File: src/rtl/clkdiv_pkg.sv
// Shared types and helpers for the clock-divider controller.
// Holds the FSM state enum, the counter width default and the half-period lookup.
package clkdiv_pkg;

  localparam int unsigned CNT_W_DEF = 32;

  typedef enum logic [1:0] {
    RUN    = 2'd0,
    HALTED = 2'd1,
    STEP   = 2'd2
  } state_e;

  // Terminal count for one half period: DIV/2 - 1 of the selected ratio.
  function automatic logic [31:0] half_m1(
    input logic [1:0]  sel,
    input int unsigned d0,
    input int unsigned d1,
    input int unsigned d2,
    input int unsigned d3
  );
    int unsigned d;
    unique case (sel)
      2'd0:    d = d0;
      2'd1:    d = d1;
      2'd2:    d = d2;
      default: d = d3;
    endcase
    return d / 2 - 1;
  endfunction

endpackage

File: src/rtl/clk_divider_ctl.sv
// Clock-divider controller: 50% duty clk_N with four selectable ratios,
// halt / single-step of whole periods and a tick strobe on each clk_N rise.
// Ports: clk, rst_n (sync, active-low), halt, step, fre_sw[1:0] in;
//        clk_N, tick, halted out (all registered).
module clk_divider_ctl
  import clkdiv_pkg::*;
#(
  parameter int unsigned CNT_W = CNT_W_DEF,
  parameter int unsigned DIV0  = 1000,
  parameter int unsigned DIV1  = 100,
  parameter int unsigned DIV2  = 10,
  parameter int unsigned DIV3  = 2
) (
  input  logic       clk,
  input  logic       rst_n,
  input  logic       halt,
  input  logic       step,
  input  logic [1:0] fre_sw,
  output logic       clk_N,
  output logic       tick,
  output logic       halted
);

  localparam int unsigned MAX_DIV01 =
    (DIV0 > DIV1) ? DIV0 : DIV1;
  localparam int unsigned MAX_DIV23 =
    (DIV2 > DIV3) ? DIV2 : DIV3;
  localparam int unsigned MAX_DIV =
    (MAX_DIV01 > MAX_DIV23) ? MAX_DIV01 : MAX_DIV23;
  localparam longint unsigned MAX_HM1 =
    longint'(MAX_DIV / 2 - 1);

  if ((DIV0 % 2) != 0 || DIV0 < 2 ||
      (DIV1 % 2) != 0 || DIV1 < 2 ||
      (DIV2 % 2) != 0 || DIV2 < 2 ||
      (DIV3 % 2) != 0 || DIV3 < 2) begin : g_bad_div
    $error("clk_divider_ctl: every DIVk must be even and >= 2");
  end

  if (CNT_W < 1 || CNT_W > 32) begin : g_bad_w
    $error("clk_divider_ctl: CNT_W must be 1..32");
  end else if (CNT_W < 32 &&
               MAX_HM1 >= (64'd1 << CNT_W)) begin : g_small_w
    $error("clk_divider_ctl: CNT_W too narrow");
  end

  state_e           state_q, state_d;
  logic [CNT_W-1:0] cnt_q, cnt_d;
  logic [CNT_W-1:0] hm1_q, hm1_d;
  logic [1:0]       sel_q, sel_d;
  logic             clk_n_q, clk_n_d;
  logic             tick_q, tick_d;
  logic             halted_q, halted_d;

  logic [CNT_W-1:0] hm1_new;
  logic [CNT_W-1:0] hm1_rst;
  logic [CNT_W-1:0] hm1_cur;
  logic             period_start;
  logic             count;
  logic             wrap;

  assign hm1_new = CNT_W'(half_m1(fre_sw,
                    DIV0, DIV1, DIV2, DIV3));
  assign hm1_rst = CNT_W'(half_m1(2'd0,
                    DIV0, DIV1, DIV2, DIV3));

  assign period_start = (cnt_q == '0) && !clk_n_q;

  always_comb begin
    state_d  = state_q;
    cnt_d    = cnt_q;
    hm1_d    = hm1_q;
    sel_d    = sel_q;
    clk_n_d  = clk_n_q;
    tick_d   = 1'b0;
    count    = 1'b0;
    hm1_cur  = hm1_q;
    wrap     = 1'b0;

    unique case (state_q)
      RUN: begin
        if (period_start && halt) begin
          state_d = HALTED;
        end else begin
          count = 1'b1;
          // A new period compares against the ratio
          // being latched on this very edge.
          if (period_start) begin
            sel_d   = fre_sw;
            hm1_d   = hm1_new;
            hm1_cur = hm1_new;
          end
        end
      end
      HALTED: begin
        cnt_d   = '0;
        clk_n_d = 1'b0;
        if (!halt) begin
          state_d = RUN;
          sel_d   = fre_sw;
          hm1_d   = hm1_new;
        end else if (step) begin
          state_d = STEP;
          sel_d   = fre_sw;
          hm1_d   = hm1_new;
        end
      end
      STEP: begin
        count = 1'b1;
      end
      default: begin
        state_d = RUN;
        cnt_d   = '0;
        clk_n_d = 1'b0;
      end
    endcase

    if (count) begin
      wrap = (cnt_q == hm1_cur);
      if (wrap) begin
        cnt_d   = '0;
        clk_n_d = !clk_n_q;
        tick_d  = !clk_n_q;
      end else begin
        cnt_d = cnt_q + CNT_W'(1);
      end
    end

    // A step ends on its own falling edge.
    if (state_q == STEP && wrap && clk_n_q) begin
      state_d = HALTED;
    end

    halted_d = (state_d == HALTED);
  end

  always_ff @(posedge clk) begin
    if (!rst_n) begin
      state_q  <= RUN;
      cnt_q    <= '0;
      hm1_q    <= hm1_rst;
      sel_q    <= 2'd0;
      clk_n_q  <= 1'b0;
      tick_q   <= 1'b0;
      halted_q <= 1'b0;
    end else begin
      state_q  <= state_d;
      cnt_q    <= cnt_d;
      hm1_q    <= hm1_d;
      sel_q    <= sel_d;
      clk_n_q  <= clk_n_d;
      tick_q   <= tick_d;
      halted_q <= halted_d;
    end
  end

  assign clk_N  = clk_n_q;
  assign tick   = tick_q;
  assign halted = halted_q;

endmodule

File: config.mk
export PLATFORM = sky130hd
export DESIGN_NAME = clk_divider_ctl
export DESIGN_NICKNAME = d
export VERILOG_FILES = /design/src/rtl/clkdiv_pkg.sv /design/src/rtl/clk_divider_ctl.sv
export SDC_FILE = /design/constraint.sdc
export NUM_CORES = 1
export LEC_CHECK = 0
export ABC_CLOCK_PERIOD_IN_PS = 3500
export CORE_UTILIZATION = 61
export DETAILED_ROUTE_END_ITERATION = 7
export GPL_TIMING_DRIVEN = 0
export PLACE_DENSITY = 0.79
export SETUP_SLACK_MARGIN = 0.5
export SYNTH_ARGS = -nofsm -noshare
export SYNTH_HDL_FRONTEND = slang
export SYNTH_SLANG_ARGS = --single-unit
File: constraint.sdc
create_clock -name clk -period 3.5 [get_ports clk]
set_input_delay 1.05 -clock clk [delete_from_list [all_inputs] [get_ports clk]]
set_output_delay 1.05 -clock clk [all_outputs]
set_load 0.05 [all_outputs]
==> results of run 1 <==
## registers in the layout, indices dropped and copies added (netlist names)
name / flops
halted: 1
hm1_q: 32
tick: 1
cnt_q: 32
state_q: 2
clk_N: 1
## final timing paths
| kind | startpoint | to | slack [ps] | depth (start not counted) |
|---|---|---|---|---|
| worst min-delay path | hm1_q[8] | hm1_q[8] | 480 | 1 |
| worst max-delay path | halt | cnt_q[22] | 720 | 8 |
| worst min register to register | hm1_q[8] | hm1_q[8] | 480 | 1 |
| worst max register to register | cnt_q[0] | cnt_q[22] | 780 | 10 |
## stage by stage
step / area, µm² / setup TNS, ps / instances / power [mW]
after detailed placement: 3480 / -1920 / 464 / 1.10
after CTS: 3770 / 0 / 484 / 1.85
after floorplan: 3320 / 0 / 387 / 1.03
after global routing: 3780 / 0 / 484 / 1.92
final: 3780 / 0 / 484 / 1.85
after global placement: 3480 / -910 / 464 / 1.09
## synthesized netlist by cell type, types with 2 or more instances
cell	number	area (µm²)
nand3_1	9	45.0
xnor2_1	18	158
nor2_1	49	184
or3_1	3	18.8
nand4_1	10	62.6
ha_1	2	25.0
inv_1	20	75.1
buf_2	7	35.0
dfxtp_1	69	1380
clkbuf_1	15	56.3
nor4_1	21	131
and3_1	27	169
nand2_1	22	82.6
buf_6	2	22.5
nor2b_1	11	68.8
a2111oi_0	4	35.0
xor2_1	31	272
o21ai_0	7	35.0
a21o_1	5	37.5
nand3b_1	3	22.5
a21oi_1	7	35.0
o22ai_1	8	50.1
nor3_1	6	30.0
and4_1	3	26.3
nor4_2	3	37.5
## power by group
group / total, mW / switching, mW / leakage, nW / internal (mW)
Combinational: 0.283 / 0.168 / 0.883 / 0.115
Clock: 0.739 / 0.301 / 0.116 / 0.438
Sequential: 0.833 / 0.0208 / 0.558 / 0.812
Total: 1.85 / 0.489 / 1.56 / 1.37
## final cells by class
| type | count | share of cell area, % |
|---|---|---|
| repair buffers | 11 | 2.78 |
| well taps | 70 | 2.31 |
| multi-input cells | 273 | 47.2 |
| flip-flops and latches | 69 | 36.5 |
| clock inverters | 4 | 1.85 |
| plain buffers | 25 | 3.31 |
| inverters | 20 | 1.98 |
| clock buffers | 12 | 4.10 |
## repair_timing
| action | 4_1_cts | 5_1_grt |
|---|---|---|
| buffers inserted | 4 | 0 |
| gates resized for setup | 5 | 5 |
| pin swaps | 4 | 2 |
| setup endpoints to repair | 34 | 30 |
## cells by family after synthesis
logic type	after synthesis
AOI/OAI and AO/OA	45
xor gates and xnor gates	49
adders and majority gates	2
buffers and inverters	45
DFF	69
muxes	1
and+or+nand+nor	176
## metal layers
| layer | share of wire [%] | up-vias | track usage [%] |
|---|---|---|---|
| li1 | - | 1384 | - |
| met1 | 45 | 1323 | 41.4 |
| met2 | 46 | 137 | 47.5 |
| met3 | 7.4 | 18 | 8.60 |
| met4 | 1.7 | 0 | 9.67 |
| met5 | 0 | - | 0 |
==> summary.md, run 1 <==
| Metric | Value |
|---|---|
| Status | finished clean |
| CP arrival | around 3100 ps |
| Min cycle time layout | 2780 ps |
| Bufs and invs on worst path | 2 |
| Area of the multi-input gates | 1790 µm² |
| Setup ws final | 719 ps |
| Avg WL per Cell | 16.8 µm |
| Synth Area in Adders | 0.753% |
| Complex-gate fraction of the synthesized area | under 10% |
| Final Slew Violations | 0 |
| Top delay family on crit path | simple AND/OR/NAND/NOR gates |
| Endpoints failing setup | 0 |
| Ys async rst share | 0% |
| GRT Total Usage | a little under a third |
| Grt ovf | 0 |
| CP max FO | 10 |
| Iteration-0 DRC Markers | 242 |
| XOR/XNOR share of the synthesized area | 12.9% |
| Area grow syn2layout | 13.9% |
| Leak | approximately 1.6 nW |
| Setup WS pre-CTS | -133 ps |
| # fillers | 386 |
| Worst path slowest cell | or3_4 |
| Largest net degree at the start of global routing | 12 |
| Synth Flop Type | dfxtp_1 |
| CP most frequent cell | or3_4 |
| Layout Utilization | 73.2% |
| Synth warnings | 0 |
| Longest Clk Path Bufs | 2 |
| First-pass GRT wire length | 12700 µm |
| Syn Nets | roughly 400 |
| Register bit total from synthesis | 69 |
| Die Ht | between 70 and 80 µm |
| Die X | 75.8 µm |
| Worst Tran Pin Value | approximately 960 ps |
| Unique masters post-synth | 50 |
| Fin Clk Skew | around 8.3 ps |
| Multiplexer share of the synthesized area | 0.339% |
| Rel. slew slack | between 30 and 40% |
| Nets | roughly 420 |
| Hold WS | a little under 500 ps |
| Share of layout cells above drive strength 1 | approximately 11% |
| DIE AREA | 5750 µm² |
| Simple-gate share of the synthesized area | between 20 and 30% |
| Starting Density | approximately 64% |
| Register Area | 1380 µm² |
| CP max stage delay | roughly 400 ps |
| CP cell instances | dlymetal6s2s_1 -> or3_4 -> nor4_4 -> mux2_4 -> o211a_4 -> or3_4 -> buf_8 -> nor2_1 |
| Period utilization | 79.5% |
| Setup Crit Path Kind | in -> reg |
| Worst VDD drop | 0.398 mV |
| H-tree depth | 3 |
| Root buf cell | clkbuf_8 |
| Register area share after synthesis | about two fifths |
| Vias in the first global route | ~2600 |
| Hold Fails Final Rpt | 0 |
| Netlist Area Pre-Place | 3320 µm² |
| First-pass DRT Iterations | 5 |
| CTS tree | yes |
| CP Launch Type | input port |
| Port bufs | 7 |
| Most common cell after layout, fill and taps aside | dfxtp_1 |
| N_diodes | 0 |
| Most frequent cells in the layout | 69 x dfxtp_1, 49 x nor2_1, 31 x xor2_1, 27 x and3_1, 22 x nand2_1 |
| Main combinational cell family by area after synthesis | simple AND/OR/NAND/NOR gates |
| DR vias/cell | 5.91 |
| Pwr Density | approximately 500 nW/µm² |
| # IOs | 9 |
| Core area | 5170 µm² |
| Via count | approximately 2900 |
| HPWL Detailed | between 5000 and 6000 µm |
| FMAX | 0.360 GHz |
| Row count | 26 |
| Synth Instances | around 390 |
| Req. time, crit path | between 3000 and 4000 ps |
| Critical path endpoint category | register |
| Post-synth EDFFs | 0 |
| RSZ-0062 raised after global routing | false |
| Final antenna-violating net count | 0 |
| Maxcap violations | 0 |
| Clock sinks | 69 |
| Worst skew pair latency | between 300 and 400 ps |
| GP Congestion | roughly 0.87 |
| Final wirelength | 8130 µm |
| Initial antenna violation count | 0 |
| Worst hold path class | reg -> reg |
| Hold_buf cts | 0 |
| TritonCTS buffer count | 9 |
| DRC Markers | 0 |
| Clock transition at the registers of the reported paths | 70 ps |
| Syn_area_per_cell | between 8 and 9 µm² |
Note: power is estimated with default switching activity, not from simulation.
==> run 2: changes to the inputs <==
--- a/config.mk
+++ b/config.mk
@@ -5,11 +5,11 @@
 export SDC_FILE = /design/constraint.sdc
 export NUM_CORES = 1
 export LEC_CHECK = 0
-export ABC_CLOCK_PERIOD_IN_PS = 3500
-export CORE_UTILIZATION = 61
+export ABC_CLOCK_PERIOD_IN_PS = 2280
+export CORE_UTILIZATION = 55
 export DETAILED_ROUTE_END_ITERATION = 7
 export GPL_TIMING_DRIVEN = 0
-export PLACE_DENSITY = 0.79
+export PLACE_DENSITY = 0.75
 export SETUP_SLACK_MARGIN = 0.5
 export SYNTH_ARGS = -nofsm -noshare
 export SYNTH_HDL_FRONTEND = slang
==> constraint.sdc (replaced) <==
create_clock -name clk -period 2.28 [get_ports clk]
set_input_delay 0.684 -clock clk [delete_from_list [all_inputs] [get_ports clk]]
set_output_delay 0.684 -clock clk [all_outputs]
set_load 0.05 [all_outputs]
==> summary.md, run 2 (same netlist as run 1, synthesis figures left out) <==
| Metric | Value |
|---|---|
| DR vias/cell | around 6.4 |
| Bufs and invs on worst path | 3 |
| Starting Density | 58.6% |
| Final wirelength | about 11000 µm |
| N_diodes | 0 |
| Iteration-0 DRC Markers | 413 |
| Instance count on the critical path | 10 |
| Min cycle time layout | 2710 ps |
| Pwr Density | about 700 nW/µm² |
| RSZ-0062 raised after global routing | true |
| H-tree depth | 3 |
| Setup WS pre-CTS | -858 ps |
| Row count | 27 |
| WHS Path Cells | 1 |
| Failing checks | negative setup slack |
| Die X | between 70 and 80 µm |
| Most frequent cells in the layout | 62 x dfxtp_1, 37 x nor2_1, 31 x xor2_1, 24 x and3_4, 23 x clkbuf_8 |
| Layout Utilization | 80.0% |
| FMAX | 0.369 GHz |
| Reg-to-Reg Start | cnt_q[10] |
| CP Launch Type | register |
| CP arrival | ~3000 ps |
| Top Registers | cnt_q: 32 flops, hm1_q: 32 flops, state_q: 2 flops |
| Status | finished with violations |
| Clock sinks | 69 |
| Worst skew pair latency | approximately 350 ps |
| DIE AREA | about 6400 µm² |
| Root buf cell | clkbuf_8 |
| Req. time, crit path | between 2000 and 3000 ps |
| Via count | approximately 3300 |
| CP max stage delay | between 400 and 500 ps |
| Final Slew Violations | 0 |
| Setup crit start | cnt_q[10] |
| Share of layout cells above drive strength 1 | 35.0% |
| Setup ws final | -432 ps |
| Worst Tran Pin Value | approximately 710 ps |
| Nets | 441 |
| Fin Clk Skew | approximately 15 ps |
| FF-to-FF path depth | 10 |
| CP cell instances | clkbuf_8 -> nor4_2 -> nand4_1 -> nor4_4 -> buf_4 -> mux2_4 -> o211a_4 -> or3_4 -> buf_8 -> nor2_1 |
| Most common cell after layout, fill and taps aside | dfxtp_1 |
| Initial antenna violation count | 0 |
| Die Ht | between 70 and 80 µm |
| DRC Markers | 0 |
| Critical path endpoint category | register |
| # IOs | 9 |
| Leak | approximately 1.8 nW |
| Endpoints failing setup | between 60 and 70 |
| Placed Area | ~3500 µm² |
| # fillers | ~320 |
| Final antenna-violating net count | 0 |
| Rel. slew slack | roughly 52% |
| Worst path slowest cell | or3_4 |
| Vias in the first global route | about 3200 |
| Hold Fails Final Rpt | 0 |
| Setup Crit Path Kind | reg -> reg |
| Clock transition at the registers of the reported paths | approximately 80 ps |
| Hold_buf cts | 0 |
| HPWL Detailed | 5800 µm |
| Period utilization | 119% |
| R2r setup slk | -430 ps |
| Largest net degree at the start of global routing | 12 |
| TritonCTS buffer count | 9 |
| Worst VDD drop | between 0.7 and 0.8 mV |
| Core area | 5680 µm² |
| Avg WL per Cell | ~22 µm |
| Longest Clk Path Bufs | 2 |
| Grt ovf | 0 |
| CTS tree | yes |
| Area grow syn2layout | 36.5% |
| Port bufs | 7 |
| GP Congestion | 0.836 |
| GRT Total Usage | 33.9% |
| Worst hold path class | reg -> reg |
| Hold WS | 481 ps |
| Final instance area | between 4000 and 5000 µm² |
| First-pass DRT Iterations | 5 |
| First-pass GRT wire length | about 16000 µm |
| Top delay family on crit path | simple AND/OR/NAND/NOR gates |
| CP max FO | 6 |
| Hold path start | hm1_q[7] |
| Maxcap violations | 0 |
-- run 2: repair_timing --
action | 4_1_cts | 5_1_grt
gates cloned | 5 | 0
resized for setup | 123 | 35
buffers inserted | 18 | 5
setup endpoints to repair | 72 | 70
pin swaps | 27 | 12
-- run 2: layer usage --
layer | share of wire (%) | track usage [%] | up-vias
met5 | 0 | 0 | -
met4 | 6.9 | 18.8 | 0
met3 | 9.5 | 9.14 | 80
met2 | 46 | 55.2 | 236
met1 | 37 | 40.3 | 1529
li1 | - | - | 1432
-- run 2: layout make-up --
cell class	instances	area (µm²)	area share [%]
plain buffers	25	255	5.62
multi-input cells	273	2180	48.0
well taps	72	90.1	1.99
clock buffers	11	151	3.34
repair buffers	35	349	7.69
clock inverters	4	47.5	1.05
inverters	20	75.1	1.65
flip-flops and latches	69	1390	30.7
-- run 2: through the flow --
step	instances	power, mW	TNS [ps]
2_1_floorplan	387	1.59	-2790
3_3_place_gp	466	1.69	-27440
3_5_place_dp	466	1.70	-27940
4_1_cts	504	2.97	-5690
5_1_grt	509	3.17	-17040
6_report	509	3.09	-14740
-- run 2: power breakdown --
part | total, mW | switching [mW] | leakage, nW | internal [mW]
clock network | 1.02 | 0.465 | 0.101 | 0.555
logic | 0.784 | 0.395 | 1.09 | 0.389
registers | 1.28 | 0.0362 | 0.562 | 1.25
total | 3.09 | 0.895 | 1.76 | 2.19
-- run 2: worst reg2reg max path, delay by kind of cell, from the launching register on --
family	cells	cell delay (ps)
simple gates	5	1360
buf+inv	3	500
mux	1	310
flops	1	320
compound gates	1	150
-- run 2: worst paths after layout --
path,end
worst max-delay path,cnt_q[13]
worst min-delay path,hm1_q[7]
worst max register to register,cnt_q[13]
worst min register to register,hm1_q[7]
==> run 3: changes to the inputs <==
--- a/config.mk
+++ b/config.mk
@@ -6,10 +6,11 @@
 export NUM_CORES = 1
 export LEC_CHECK = 0
 export ABC_CLOCK_PERIOD_IN_PS = 2280
-export CORE_UTILIZATION = 55
+export CORE_UTILIZATION = 57
+export CTS_BUF_LIST = sky130_fd_sc_hd__clkbuf_4
 export DETAILED_ROUTE_END_ITERATION = 7
 export GPL_TIMING_DRIVEN = 0
-export PLACE_DENSITY = 0.75
+export PLACE_DENSITY = 0.77
 export SETUP_SLACK_MARGIN = 0.5
 export SYNTH_ARGS = -nofsm -noshare
 export SYNTH_HDL_FRONTEND = slang
==> summary.md, run 3 (same netlist as run 1, synthesis figures left out) <==
| Metric | Value |
|---|---|
| Internal | 1.81 mW |
| Leak | roughly 1.7 nW |
| Initial antenna violation count | 0 |
| DR vias/cell | slightly above 6 |
| Worst Tran Pin Value | between 600 and 700 ps |
| Final antenna-violating net count | 0 |
| Maxcap violations | 0 |
| CTS tree | yes |
| Met1 wire length | between 3000 and 4000 µm |
| CP max FO | 7 |
| Rel. slew slack | slightly below 60% |
| Die X | ~80 µm |
| Metal2 WL | around 4500 µm |
| Top delay family on crit path | simple AND/OR/NAND/NOR gates |
| H-tree depth | 3 |
| CP arrival | between 2000 and 3000 ps |
| Most frequent cells in the layout | 61 x dfxtp_1, 31 x xor2_1, 27 x and3_1, 26 x nor2_1, 21 x nand2_1 |
| Overall power | 2.61 mW |
| Req. time, crit path | around 2600 ps |
| Starting Density | slightly below 60% |
| # fillers | roughly 380 |
| Met3 wire length | 727 µm |
| Die Ht | 78.4 µm |
| Clock sinks | between 60 and 70 |
| Worst skew pair latency | 410 ps |
| Clock power share | around 25% |
| Top Registers | cnt_q: 32 flops, hm1_q: 32 flops, state_q: 2 flops |
| GRT Total Usage | between 30% and 40% |
| Setup ws final | -218 ps |
| Share of layout cells above drive strength 1 | a little under a third |
| Min cycle time layout | 2500 ps |
| DRC Markers | 0 |
| Largest net degree at the start of global routing | 11 |
| DIE AREA | 6140 µm² |
| Critical path endpoint category | register |
| Final instance area | 4250 µm² |
| Endpoints failing setup | 35 |
| Period utilization | 110% |
| CP cell instances | buf_2 -> nor4_2 -> nand4_1 -> nor4_4 -> mux2_4 -> o211a_4 -> or3_4 -> buf_8 -> nor2_1 |
| Area grow syn2layout | 27.7% |
| Core area | approximately 5600 µm² |
| Port bufs | 7 |
| # IOs | 9 |
| Switching Share | 30.6% |
| Pwr Density | between 600 and 700 nW/µm² |
| Avg WL per Cell | 18.9 µm |
| Via count | around 3100 |
| First-pass GRT wire length | roughly 14000 µm |
| Clock transition at the registers of the reported paths | around 110 ps |
| Fin Clk Skew | between 15 and 20 ps |
| Bufs and invs on worst path | 2 |
| Status | finished with violations |
| Worst VDD drop | approximately 0.5 mV |
| Longest Clk Path Bufs | 2 |
| RSZ-0062 raised after global routing | true |
| Final wirelength | 9510 µm |
| Row count | 27 |
| Switching power | approximately 0.80 mW |
| Vias in the first global route | a little under 3000 |
| Final Slew Violations | 0 |
| Worst path slowest cell | or3_4 |
| CP max stage delay | roughly 430 ps |
| Iteration-0 DRC Markers | slightly below 400 |
| Failing checks | negative setup slack |
| Highest routed layer | met4 |
| Placed Area | approximately 3500 µm² |
| Setup Crit Path Kind | reg -> reg |
| Root buf cell | clkbuf_4 |
| Most common cell after layout, fill and taps aside | dfxtp_1 |
| GP Congestion | approximately 0.87 |
| Nets | roughly 440 |
| Logic pwr share | 25.6% |
| First-pass DRT Iterations | 5 |
| FMAX | between 0.4 and 0.5 GHz |
| Sequential power share | approximately half |
| Hold Fails Final Rpt | 0 |
| TritonCTS buffer count | 9 |
| Worst hold path class | reg -> reg |
| CP Launch Type | register |
| N_diodes | 0 |
| HPWL Detailed | roughly 5800 µm |
| Grt ovf | 0 |
[run 3: timing repair]
item / in CTS / in global routing
gates resized for setup: 84 / 57
pin swaps: 16 / 17
setup buffers: 15 / 5
setup endpoints to repair: 72 / 70
cloned: 3 / 0
hold buffers: 0 / 0
[run 3: power by group through the flow]
stage	clock network, mW	registers (mW)	logic (mW)
3_3_place_gp	0	1.30	0.388
5_1_grt	0.706	1.29	0.711
3_5_place_dp	0	1.31	0.395
4_1_cts	0.663	1.28	0.618
2_1_floorplan	0	1.31	0.281
6_report	0.661	1.28	0.670
[run 3: metrics by stage]
stage                     utilization (%)  TNS, ps  std cells  hold WS (ps)  setup WS [ps]
after floorplan                         -    -2790        387           446           -162
after global placement               63.2   -26870        466           463           -820
after detailed placement             63.2   -28740        466           472           -892
after CTS                            72.5    -7100        499           497           -251
after global routing                 76.2    -9780        504           510           -278
final                                76.2    -5570        504           494           -218
[run 3: worst register-to-register path: stages, from the launching register on]
cell and delay [ps]:
dfxtp_1 310, buf_2 180, nor4_2 280, nand4_1 180
nor4_4 320, mux2_4 340, o211a_4 150, or3_4 430
buf_8 170, nor2_1 80
[run 3: final timing paths]
kind              startpoint   endpoint  slack (ps)  depth (start not counted)
setup / recovery   cnt_q[14]  cnt_q[22]        -220                          9
hold / removal      hm1_q[7]   hm1_q[7]         490                          1
setup reg to reg   cnt_q[14]  cnt_q[22]        -220                          9
hold reg to reg     hm1_q[7]   hm1_q[7]         490                          1
[run 3: layout make-up]
class                           count  area [µm²]  area share [%]
Clock buffer                       12        90.1            2.12
Sequential cell                    69        1390            32.8
Tap cell                           72        90.1            2.12
Clock inverter                      3        13.8           0.324
Timing Repair Buffer               30         272            6.40
Inverter                           20        75.1            1.77
Buffer                             25         233            5.48
Multi-Input combinational cell    273        2080            49.0
[run 3: layer usage]
layer  vias up  track usage (%)
li1       1417                -
met1      1467             39.6
met2       150             50.6
met3        34             5.35
met4         0             15.0
met5         -                0
